$ cat config.mk
export PLATFORM = sky130hd
export DESIGN_NAME = axis_fir_unpack
export DESIGN_NICKNAME = d
export VERILOG_FILES = /design/src/rtl/axis_fir_unpack.sv
export SDC_FILE = /design/constraint.sdc
export NUM_CORES = 1
export LEC_CHECK = 0
export BUFFER_PORTS_ARGS = -buffer_cell sky130_fd_sc_hd__clkbuf_2
export CAP_MARGIN = 25
export CORE_AREA = 2 2 264 266
export CTS_CLUSTER_SIZE = 12
export DETAILED_ROUTE_END_ITERATION = 12
export DIE_AREA = 0 0 266 268
export GPL_ROUTABILITY_DRIVEN = 0
export PLACE_DENSITY_LB_ADDON = 0.08
export SLEW_MARGIN = 25
export SYNTH_ARGS = -nofsm -noshare
export SYNTH_HDL_FRONTEND = slang
export SYNTH_SLANG_ARGS = --single-unit
export TNS_END_PERCENT = 5
$ cat constraint.sdc
create_clock -name aclk -period 19.6 [get_ports aclk]
set_clock_uncertainty 0.15 [all_clocks]
set_input_delay 3.92 -clock aclk [delete_from_list [all_inputs] [get_ports aclk]]
set_output_delay 3.92 -clock aclk [all_outputs]
set_load 0.01 [all_outputs]
$ cat src/rtl/axis_fir_unpack.sv
// axis_fir_unpack
// Converts beats of N complex samples carried as 18-bit two's-complement
// components in 24-bit lanes into 16-bit components. Each component is
// rounded (arithmetic right shift by SHIFT, round half up) and then
// saturated to the int16 range. Two-stage pipeline with a single global
// advance enable, so it runs one beat per clock and stalls as a whole.
//
// Optional build macro: AXIS_FIR_UNPACK_SAT_CNT_EN adds the 32-bit
// saturation event counter; without it sat_cnt is tied to zero.
//
// Ports
//   aclk, rst       clock, synchronous active-high reset
//   s_axis_*        input stream, tdata is 48*N bits (re/im at 48k, 48k+24)
//   m_axis_*        output stream, tdata is 32*N bits (re/im at 32k, 32k+16)
//   sat_flag        sticky, set when any component is clamped
//   sat_clr         clears sat_flag and sat_cnt, wins over same-cycle events
//   sat_cnt         saturating count of clamped components

module axis_fir_unpack #(
    parameter int unsigned N     = 8,
    parameter int unsigned SHIFT = 1
) (
    input  logic            aclk,
    input  logic            rst,
    input  logic            s_axis_tvalid,
    output logic            s_axis_tready,
    input  logic [48*N-1:0] s_axis_tdata,
    output logic            m_axis_tvalid,
    input  logic            m_axis_tready,
    output logic [32*N-1:0] m_axis_tdata,
    output logic            sat_flag,
    input  logic            sat_clr,
    output logic [31:0]     sat_cnt
);

    localparam int unsigned NC     = 2 * N;
    localparam int unsigned RndInt = (2 ** SHIFT) / 2;
    // One guard bit over the 18-bit input keeps the rounding add from wrapping.
    localparam logic signed [18:0] RndK   = 19'(RndInt);
    localparam logic signed [18:0] SatMax = 19'sd32767;
    localparam logic signed [18:0] SatMin = -19'sd32768;

    logic                    en;
    logic                    s1_valid_q;
    logic signed [18:0]      rnd  [NC];
    logic signed [18:0]      s1_q [NC];
    logic [NC-1:0]           clamp;
    logic [32*N-1:0]         sat_data;
    logic                    m_valid_q;
    logic [32*N-1:0]         m_data_q;
    logic                    sat_flag_q;
    logic                    ev_valid;
    logic                    unused_tdata;

    // Reset forces the enable high so the input side reads ready during reset.
    assign en            = rst || !m_valid_q || m_axis_tready;
    assign s_axis_tready = en;
    assign m_axis_tvalid = m_valid_q;
    assign m_axis_tdata  = m_data_q;
    assign sat_flag      = sat_flag_q;

    // Upper six bits of every 24-bit lane carry nothing.
    assign unused_tdata = ^s_axis_tdata;

    // A beat's saturation events are counted as it moves into stage 2.
    assign ev_valid = s1_valid_q && en;

    // Stage 1 input: sign-extend by one bit, add half an LSB, shift.
    always_comb begin
        for (int c = 0; c < NC; c++) begin
            rnd[c] = ($signed({s_axis_tdata[24*c+17], s_axis_tdata[24*c +: 18]}) + RndK)
                     >>> SHIFT;
        end
    end

    // Stage 2 input: clamp each rounded component to int16.
    always_comb begin
        clamp    = '0;
        sat_data = '0;
        for (int c = 0; c < NC; c++) begin
            if (s1_q[c] > SatMax) begin
                sat_data[16*c +: 16] = 16'h7fff;
                clamp[c]             = 1'b1;
            end else if (s1_q[c] < SatMin) begin
                sat_data[16*c +: 16] = 16'h8000;
                clamp[c]             = 1'b1;
            end else begin
                sat_data[16*c +: 16] = s1_q[c][15:0];
            end
        end
    end

    always_ff @(posedge aclk) begin
        if (rst) begin
            s1_valid_q <= 1'b0;
            m_valid_q  <= 1'b0;
            m_data_q   <= '0;
            for (int c = 0; c < NC; c++) begin
                s1_q[c] <= '0;
            end
        end else if (en) begin
            s1_valid_q <= s_axis_tvalid;
            m_valid_q  <= s1_valid_q;
            m_data_q   <= sat_data;
            for (int c = 0; c < NC; c++) begin
                s1_q[c] <= rnd[c];
            end
        end
    end

    always_ff @(posedge aclk) begin
        if (rst) begin
            sat_flag_q <= 1'b0;
        end else if (sat_clr) begin
            sat_flag_q <= 1'b0;
        end else if (ev_valid && (|clamp)) begin
            sat_flag_q <= 1'b1;
        end
    end

`ifdef AXIS_FIR_UNPACK_SAT_CNT_EN
    localparam int unsigned EvW = $clog2(NC + 1);

    logic [EvW-1:0] ev_cnt;
    logic [32:0]    cnt_sum;
    logic [31:0]    sat_cnt_q;

    always_comb begin
        ev_cnt = '0;
        if (ev_valid) begin
            for (int c = 0; c < NC; c++) begin
                ev_cnt = ev_cnt + EvW'(clamp[c]);
            end
        end
        cnt_sum = {1'b0, sat_cnt_q} + 33'(ev_cnt);
    end

    // Carry out of the 32-bit sum means the count pins at all-ones.
    always_ff @(posedge aclk) begin
        if (rst || sat_clr) begin
            sat_cnt_q <= '0;
        end else if (cnt_sum[32]) begin
            sat_cnt_q <= '1;
        end else begin
            sat_cnt_q <= cnt_sum[31:0];
        end
    end

    assign sat_cnt = sat_cnt_q;
`else
    assign sat_cnt = '0;
`endif

endmodule

==> metrics.md, run 1 <==
| Metric | Value |
|---|---|
| Final Hold Fails | `0` |
| Syn Area/Cell | `9.62 sq um` |
| Post-route ant nets | `0` |
| Least-Margin Pin Slew | `937 ps` |
| Post_cts resized | `0` |
| Pin count of the biggest net entering global routing | `189` |
| Total GRT Usage | `20.1%` |
| Asr flop ratio synth | `0%` |
| Number of synthesized flops with an enable pin | `288` |
| Final period util | `47.3%` |
| WHS | `301 ps` |
| Final worst setup slack | `10320 ps` |
| Area grow syn2layout | `23.3%` |
| Netlist cell types | `49` |
| Layout cells sized above 1 | `21.9%` |
| Leakage power | `12.5 nW` |
| Synth warn | `0` |
| Total setup buffers inserted after CTS | `0` |
| Clock slew at reported path FFs | `60 ps` |
| Worst Path Max Fanout | `103` |
| Via density | `5.00` |
| Commonest cells in the netlist | `nor2_1, edfxtp_1, dfxtp_1` |
| Port buffer count | `551` |
| Startpoint types | `input port` |
| Die H | `268 um` |
| Worst setup EP type | `output pin` |
| Max-slew violations | `0` |
| First-pass GRT wire length | `111000 um` |
| # DRC | `0` |
| Seq/Total Area, Yosys | `56.9%` |
| Crit path required time | `15530 ps` |
| Global route total overflow | `0` |
| Bufs on Longest Clock Path | `3` |
| Tmin final | `9280 ps` |
| Ys flop type | `edfxtp_1` |
| Skew-Pair Late Insertion Delay | `590 ps` |
| Routed vias | `20000` |
| Most frequent cell after synthesis | `nor2_1` |
| Io pins | `680` |
| Area leader, netlist | `edfxtp_1` |
| DP Worst Slack | `10300 ps` |
| TritonCTS Sinks | `547` |
| Routed len/inst | `18.6 um` |
| Max_slew headroom | `37.3%` |
| RSZ-0062 raised after global routing | `no` |
| Number of max-cap violations | `0` |
| Worst vdd ir | `0.0562 mV` |
| Synth Cell Area | `0.0243 sq mm` |
| Starting Density | `35.6%` |
| CTS H-Tree Depth | `3` |
| Setup tns final | `0 ps` |
| CTS Buf Count | `67` |
| Status | `finished, final reports clean` |
| Synth top area share | `35.6%` |
| Initial antenna violation count | `22` |
| FMAX | `0.108 GHz` |
| Fin area | `0.0300 sq mm` |
| Drt pass-1 iters | `6` |
| CP Data Arrival Time | `5210 ps` |
| Mapped Cells | `2525` |
| Kind of critical path | `in2out` |
| Synth area leaders | `edfxtp_1, dfxtp_1, nor2_1, xor2_1, a21oi_1` |
| Row Count | `96` |
| PwrDens | `97.7 mW/mm^2` |
| Hold Crit Class | `reg2reg` |
| FILL cells | `6728` |
| Synthesis-stage register bit count | `547` |
| Initial DRC count | `1066` |
| CTS tree | `yes` |
| DIE AREA | `0.0713 sq mm` |
| Final #Nets | `3446` |
| # setup viols final | `0` |
| Routed WL | `74200 um` |
| Placed cell area | `0.0278 sq mm` |
| Final HPWL DP | `53600 um` |
| Vias in the first global route | `19200` |
| Die width | `266 um` |
| CORE AREA | `0.0682 sq mm` |
| Cell at the root of the clock tree | `clkbuf_16` |
| CTS Hold Bufs | `0` |
area by class of cell:
type | count | area, sq um | area share, %
sequential | 547 | 13800 | 46.2
antenna | 13 | 32.5 | 0.109
inverter | 18 | 75.1 | 0.250
clock inverter | 31 | 287 | 0.956
timing repair buffer | 561 | 2860 | 9.54
multi-input combinational | 1846 | 9890 | 33.0
clock buffer | 93 | 1890 | 6.30
tap | 882 | 1100 | 3.68
sequential cells by signal, summed over array words and instances, names as in the netlist:
name           count
sat_flag           1
m_axis_tvalid      1
s1_valid_q         1
m_axis_tdata     256
s1_q             288
worst paths after layout:
| kind | depth (start not counted) | slack [ps] | startpoint | to |
|---|---|---|---|---|
| max | 4 | 10320 | rst | s_axis_tready |
| min | 2 | 300 | m_axis_tdata[43]$_SDFFE_PP0N_ | m_axis_tdata[43]$_SDFFE_PP0N_ |
| max reg2reg | 8 | 15630 | m_axis_tvalid$_SDFFE_PP0N_ | m_axis_tdata[187]$_SDFFE_PP0N_ |
| min reg2reg | 2 | 300 | m_axis_tdata[43]$_SDFFE_PP0N_ | m_axis_tdata[43]$_SDFFE_PP0N_ |
power breakdown:
group | internal, mW | switching (mW)
clock | 0.730 | 0.489
combinational | 0.129 | 0.225
sequential | 1.31 | 0.0461
cell usage in the layout (no fill, tap or decap), types with 18 or more instances in the layout:
cell type	synthesis	layout
xnor2_1	83	83
clkbuf_2	0	550
xor2_1	140	140
a21oi_1	198	198
nor2_1	522	519
clkbuf_16	0	70
o21ai_0	105	105
nand3_1	90	90
and3_1	36	36
and4_1	26	26
nand2_1	204	204
nor3_1	179	179
edfxtp_1	288	288
clkbuf_1	108	18
or3_1	32	32
nand4_1	60	60
conb_1	1	32
dfxtp_1	259	259
critical path: stages:
cell and delay (ps):
buf_8 190, nor2_4 740, inv_1 80, clkbuf_2 150
cell families (layout without fill, tap and decap cells):
logic type                 Yosys count  count (layout)  synth area share, %
xor gates and xnor gates           223             223                 8.04
DFF                                547             547                 56.9
and+or+nand+nor                   1203            1203                 22.5
other                                1              45               0.0154
AOI/OAI and AO/OA                  372             372                 8.65
adders and majority gates           16              16                0.824
buffers and inverters              163             703                 3.07
through the flow:
stage          power, mW  util (%)  instances
2_1_floorplan       1.56         -       2556
3_3_place_gp        1.73      40.6       3854
3_5_place_dp        1.74      40.7       3854
4_1_cts             2.97      43.9       3978
5_1_grt             3.05      43.9       3990
6_report            2.93      43.9       3991
metal layers:
metal,global-route usage (%),wire length (um)
met1,24.2,30800
met2,34.1,36300
met3,5.97,5290
met4,7.27,1750
met5,0,121
No activity file was read; power rests on OpenSTA's default activity.
==> run 2: changes to the inputs <==
- clock period: 19.6 -> 9.03 ns (I/O delays scaled with it)
==> run 2 against run 1 <==
Compared with the run above: hold slack worse by 2.0 ps; flip-flop and latch count stayed put; clock power is 110% higher; die area stayed put; sequential share of layout area is 0.25 points higher; via count is 0.16% higher; clock-buffer cell count is 4 higher; non-clock buffer count is 3 higher; critical path depth is 1 higher; setup slack worse by 6400 ps; utilization is 0.23 points lower; critical endpoint unchanged; highest routed layer unchanged.
==> metrics.md, run 2 (synthesized netlist as in run 1, its figures left out) <==
| Metric | Value |
|---|---|
| Status | `finished, final reports clean` |
| Combinational Power Share | `12.4% (+0.3 points)` |
| TritonCTS Sinks | `547 (unchanged)` |
| Skew-Pair Late Insertion Delay | `600 ps (about the same)` |
| Worst Path Max Fanout | `127 (+23%)` |
| CP Data Arrival Time | `3190 ps (-2020 ps)` |
| Internal Power | `4.60 mW (+110%)` |
| # setup viols final | `0 (unchanged)` |
| GR Util met3 | `6.63% (+0.67 points)` |
| Switching pwr | `1.62 mW (+110%)` |
| Io pins | `680 (unchanged)` |
| Max incr delay on CP | `570 ps (-170 ps)` |
| Area occupied by multi-input gates | `0.00989 sq mm (unchanged)` |
| Origin of the critical flop-to-flop path | `m_axis_tvalid$_SDFFE_PP0N_` |
| Final Hold Fails | `0 (unchanged)` |
| Die width | `266 um (unchanged)` |
| Total setup buffers inserted after CTS | `0 (unchanged)` |
| Row Count | `96 (unchanged)` |
| DIE AREA | `0.0713 sq mm (unchanged)` |
| CTS Buf Count | `66 (-1.5%)` |
| FILL cells | `6745 (+0.25%)` |
| Largest register FFs | `288 (unchanged)` |
| Drt pass-1 iters | `5 (-1)` |
| Final period util | `57.0%` |
| Post-route insts no fill | `3982 (-0.23%)` |
| Via density | `5.02 (+0.39%)` |
| Commonest non-fill, non-tap cell in the layout | `clkbuf_2` |
| Placed cell area | `0.0278 sq mm (about the same)` |
| Sequential Power Share | `47.2% (+0.9 points)` |
| CTS Hold Bufs | `0 (unchanged)` |
| CP top delay family | `buffers and inverters` |
| RSZ-0062 raised after global routing | `no` |
| Max_slew headroom | `34.2% (-3.1 points)` |
| M2 GR Usage | `34.5% (+0.39 points)` |
| Initial DRC count | `1127 (+5.7%)` |
| Routed WL | `74900 um (+0.92%)` |
| Layout cells sized above 1 | `21.8% (-0.094 points)` |
| Worst vdd ir | `0.119 mV (+110%)` |
| Tmin final | `5140 ps` |
| Clk pwr share | `40.4% (-1.2 points)` |
| Setup tns final | `0 ps (unchanged)` |
| GRT Max-Usage Layer | `met2` |
| PwrDens | `209 mW/mm^2 (+110%)` |
| Most flops, register | `s1_q` |
| Total GRT Usage | `20.3% (+0.22 points)` |
| Initial antenna violation count | `17 (-23%)` |
| Bufs and invs on worst path | `4 (+1)` |
| Cell at the root of the clock tree | `clkbuf_16` |
| Die H | `268 um (unchanged)` |
| Fin area | `0.0298 sq mm (-0.53%)` |
| Hold wc startpoint | `m_axis_tdata[138]$_SDFFE_PP0N_` |
| CTS H-Tree Depth | `3 (unchanged)` |
| Global route total overflow | `0 (unchanged)` |
| Clock slew at reported path FFs | `50 ps (about the same)` |
| Sw frac | `26.1% (+0.10 points)` |
| Max-slew violations | `0 (unchanged)` |
| Kind of critical path | `in2out` |
| # DRC | `0 (unchanged)` |
| Critical path's slowest cell | `buf_8` |
| Final Power | `6.22 mW (+110%)` |
| Post-route ant nets | `0 (unchanged)` |
| Leakage power | `12.5 nW (-0.41%)` |
| CP Cell Sequence | `buf_8 > nor2_4 > buf_4 > inv_1 > clkbuf_2` |
| Routed vias | `20000 (+0.16%)` |
| DP Cell Count | `3857 (+0.078%)` |
| Post_cts resized | `0 (unchanged)` |
| Final HPWL DP | `54100 um (+0.84%)` |
| CORE AREA | `0.0682 sq mm (unchanged)` |
| CTS tree | `yes` |
| Startpoint types | `input port` |
| Final #Nets | `3448 (+0.058%)` |
| FMAX | `0.194 GHz` |
| Starting Density | `35.6% (unchanged)` |
| Routed len/inst | `18.8 um (+1.2%)` |
| Port buffer count | `551 (unchanged)` |
| Vias in the first global route | `19300 (+0.19%)` |
| Critical Path Source | `rst` |
| First-pass GRT wire length | `112000 um (+0.57%)` |
| Least-Margin Pin Slew | `987 ps (+49.6 ps)` |
| Worst setup EP type | `output pin` |
| Pin count of the biggest net entering global routing | `128 (-32%)` |
| Number of max-cap violations | `0 (unchanged)` |
| Storage element area | `0.0138 sq mm (unchanged)` |
| Most frequent cells in the layout | `clkbuf_2, nor2_1, edfxtp_1` |
| Hold Crit Class | `reg2reg` |
| Bufs on Longest Clock Path | `3 (unchanged)` |
| Crit path required time | `7070 ps (-8460 ps)` |
| Area grow syn2layout | `22.7%` |
| Grt met1 use | `24.3% (+0.055 points)` |
## run 2: cell count changes in the layout (fill, tap and decap cells not counted), moves of 4 or more
cell,before,now
buf_4,8,13
clkbuf_1,18,22
diode_2,13,9
clkinvlp_4,4,0
clkbuf_16,70,66
clkbuf_8,5,9
clkinv_1,10,5
## run 2: area by class of cell
cell class,instances,area share (%)
Clock inverter,19,0.541
Inverter,18,0.252
Tap cell,882,3.70
Antenna cell,9,0.0755
Timing Repair Buffer,564,9.61
Sequential cell,547,46.4
Multi-Input combinational cell,1846,33.2
Clock buffer,97,6.23
## run 2: final timing paths
check | to | slack [ps] | cells past startpoint
max reg2reg | m_axis_tdata[120]$_SDFFE_PP0N_ | 6250 | 6
max | s_axis_tready | 3890 | 5
min reg2reg | m_axis_tdata[138]$_SDFFE_PP0N_ | 300 | 2
min | m_axis_tdata[138]$_SDFFE_PP0N_ | 300 | 2
## run 2: routing by layer
metal	routed length (um)	vias to the layer above
met5	106	-
met4	2110	18
met3	5520	132
met2	36400	497
met1	30700	9530
li1	-	9822
## run 2: worst register-to-register path, stage by stage (launching register included)
cell and delay (ps):
dfxtp_1 390, nand2b_4 100, nand2b_4 700, buf_4 820, nor2_1 250, nand2_1 120
o21ai_0 90
## run 2: stage by stage
stage	worst slack (ps)	hold slack [ps]	util, %
global route	3750	321	43.7
finish	3890	299	43.7
global placement	3870	284	40.7
CTS	3870	305	43.7
detailed placement	3860	292	40.7
floorplan	2270	268	-
## run 2: power groups by stage
stage | combinational, mW | clock (mW) | sequential [mW]
after global placement | 0.770 | 0 | 2.98
final | 0.771 | 2.51 | 2.94
after floorplan | 0.366 | 0 | 3.02
after CTS | 0.784 | 2.58 | 2.94
after global routing | 0.857 | 2.68 | 2.96
after detailed placement | 0.781 | 0 | 2.99
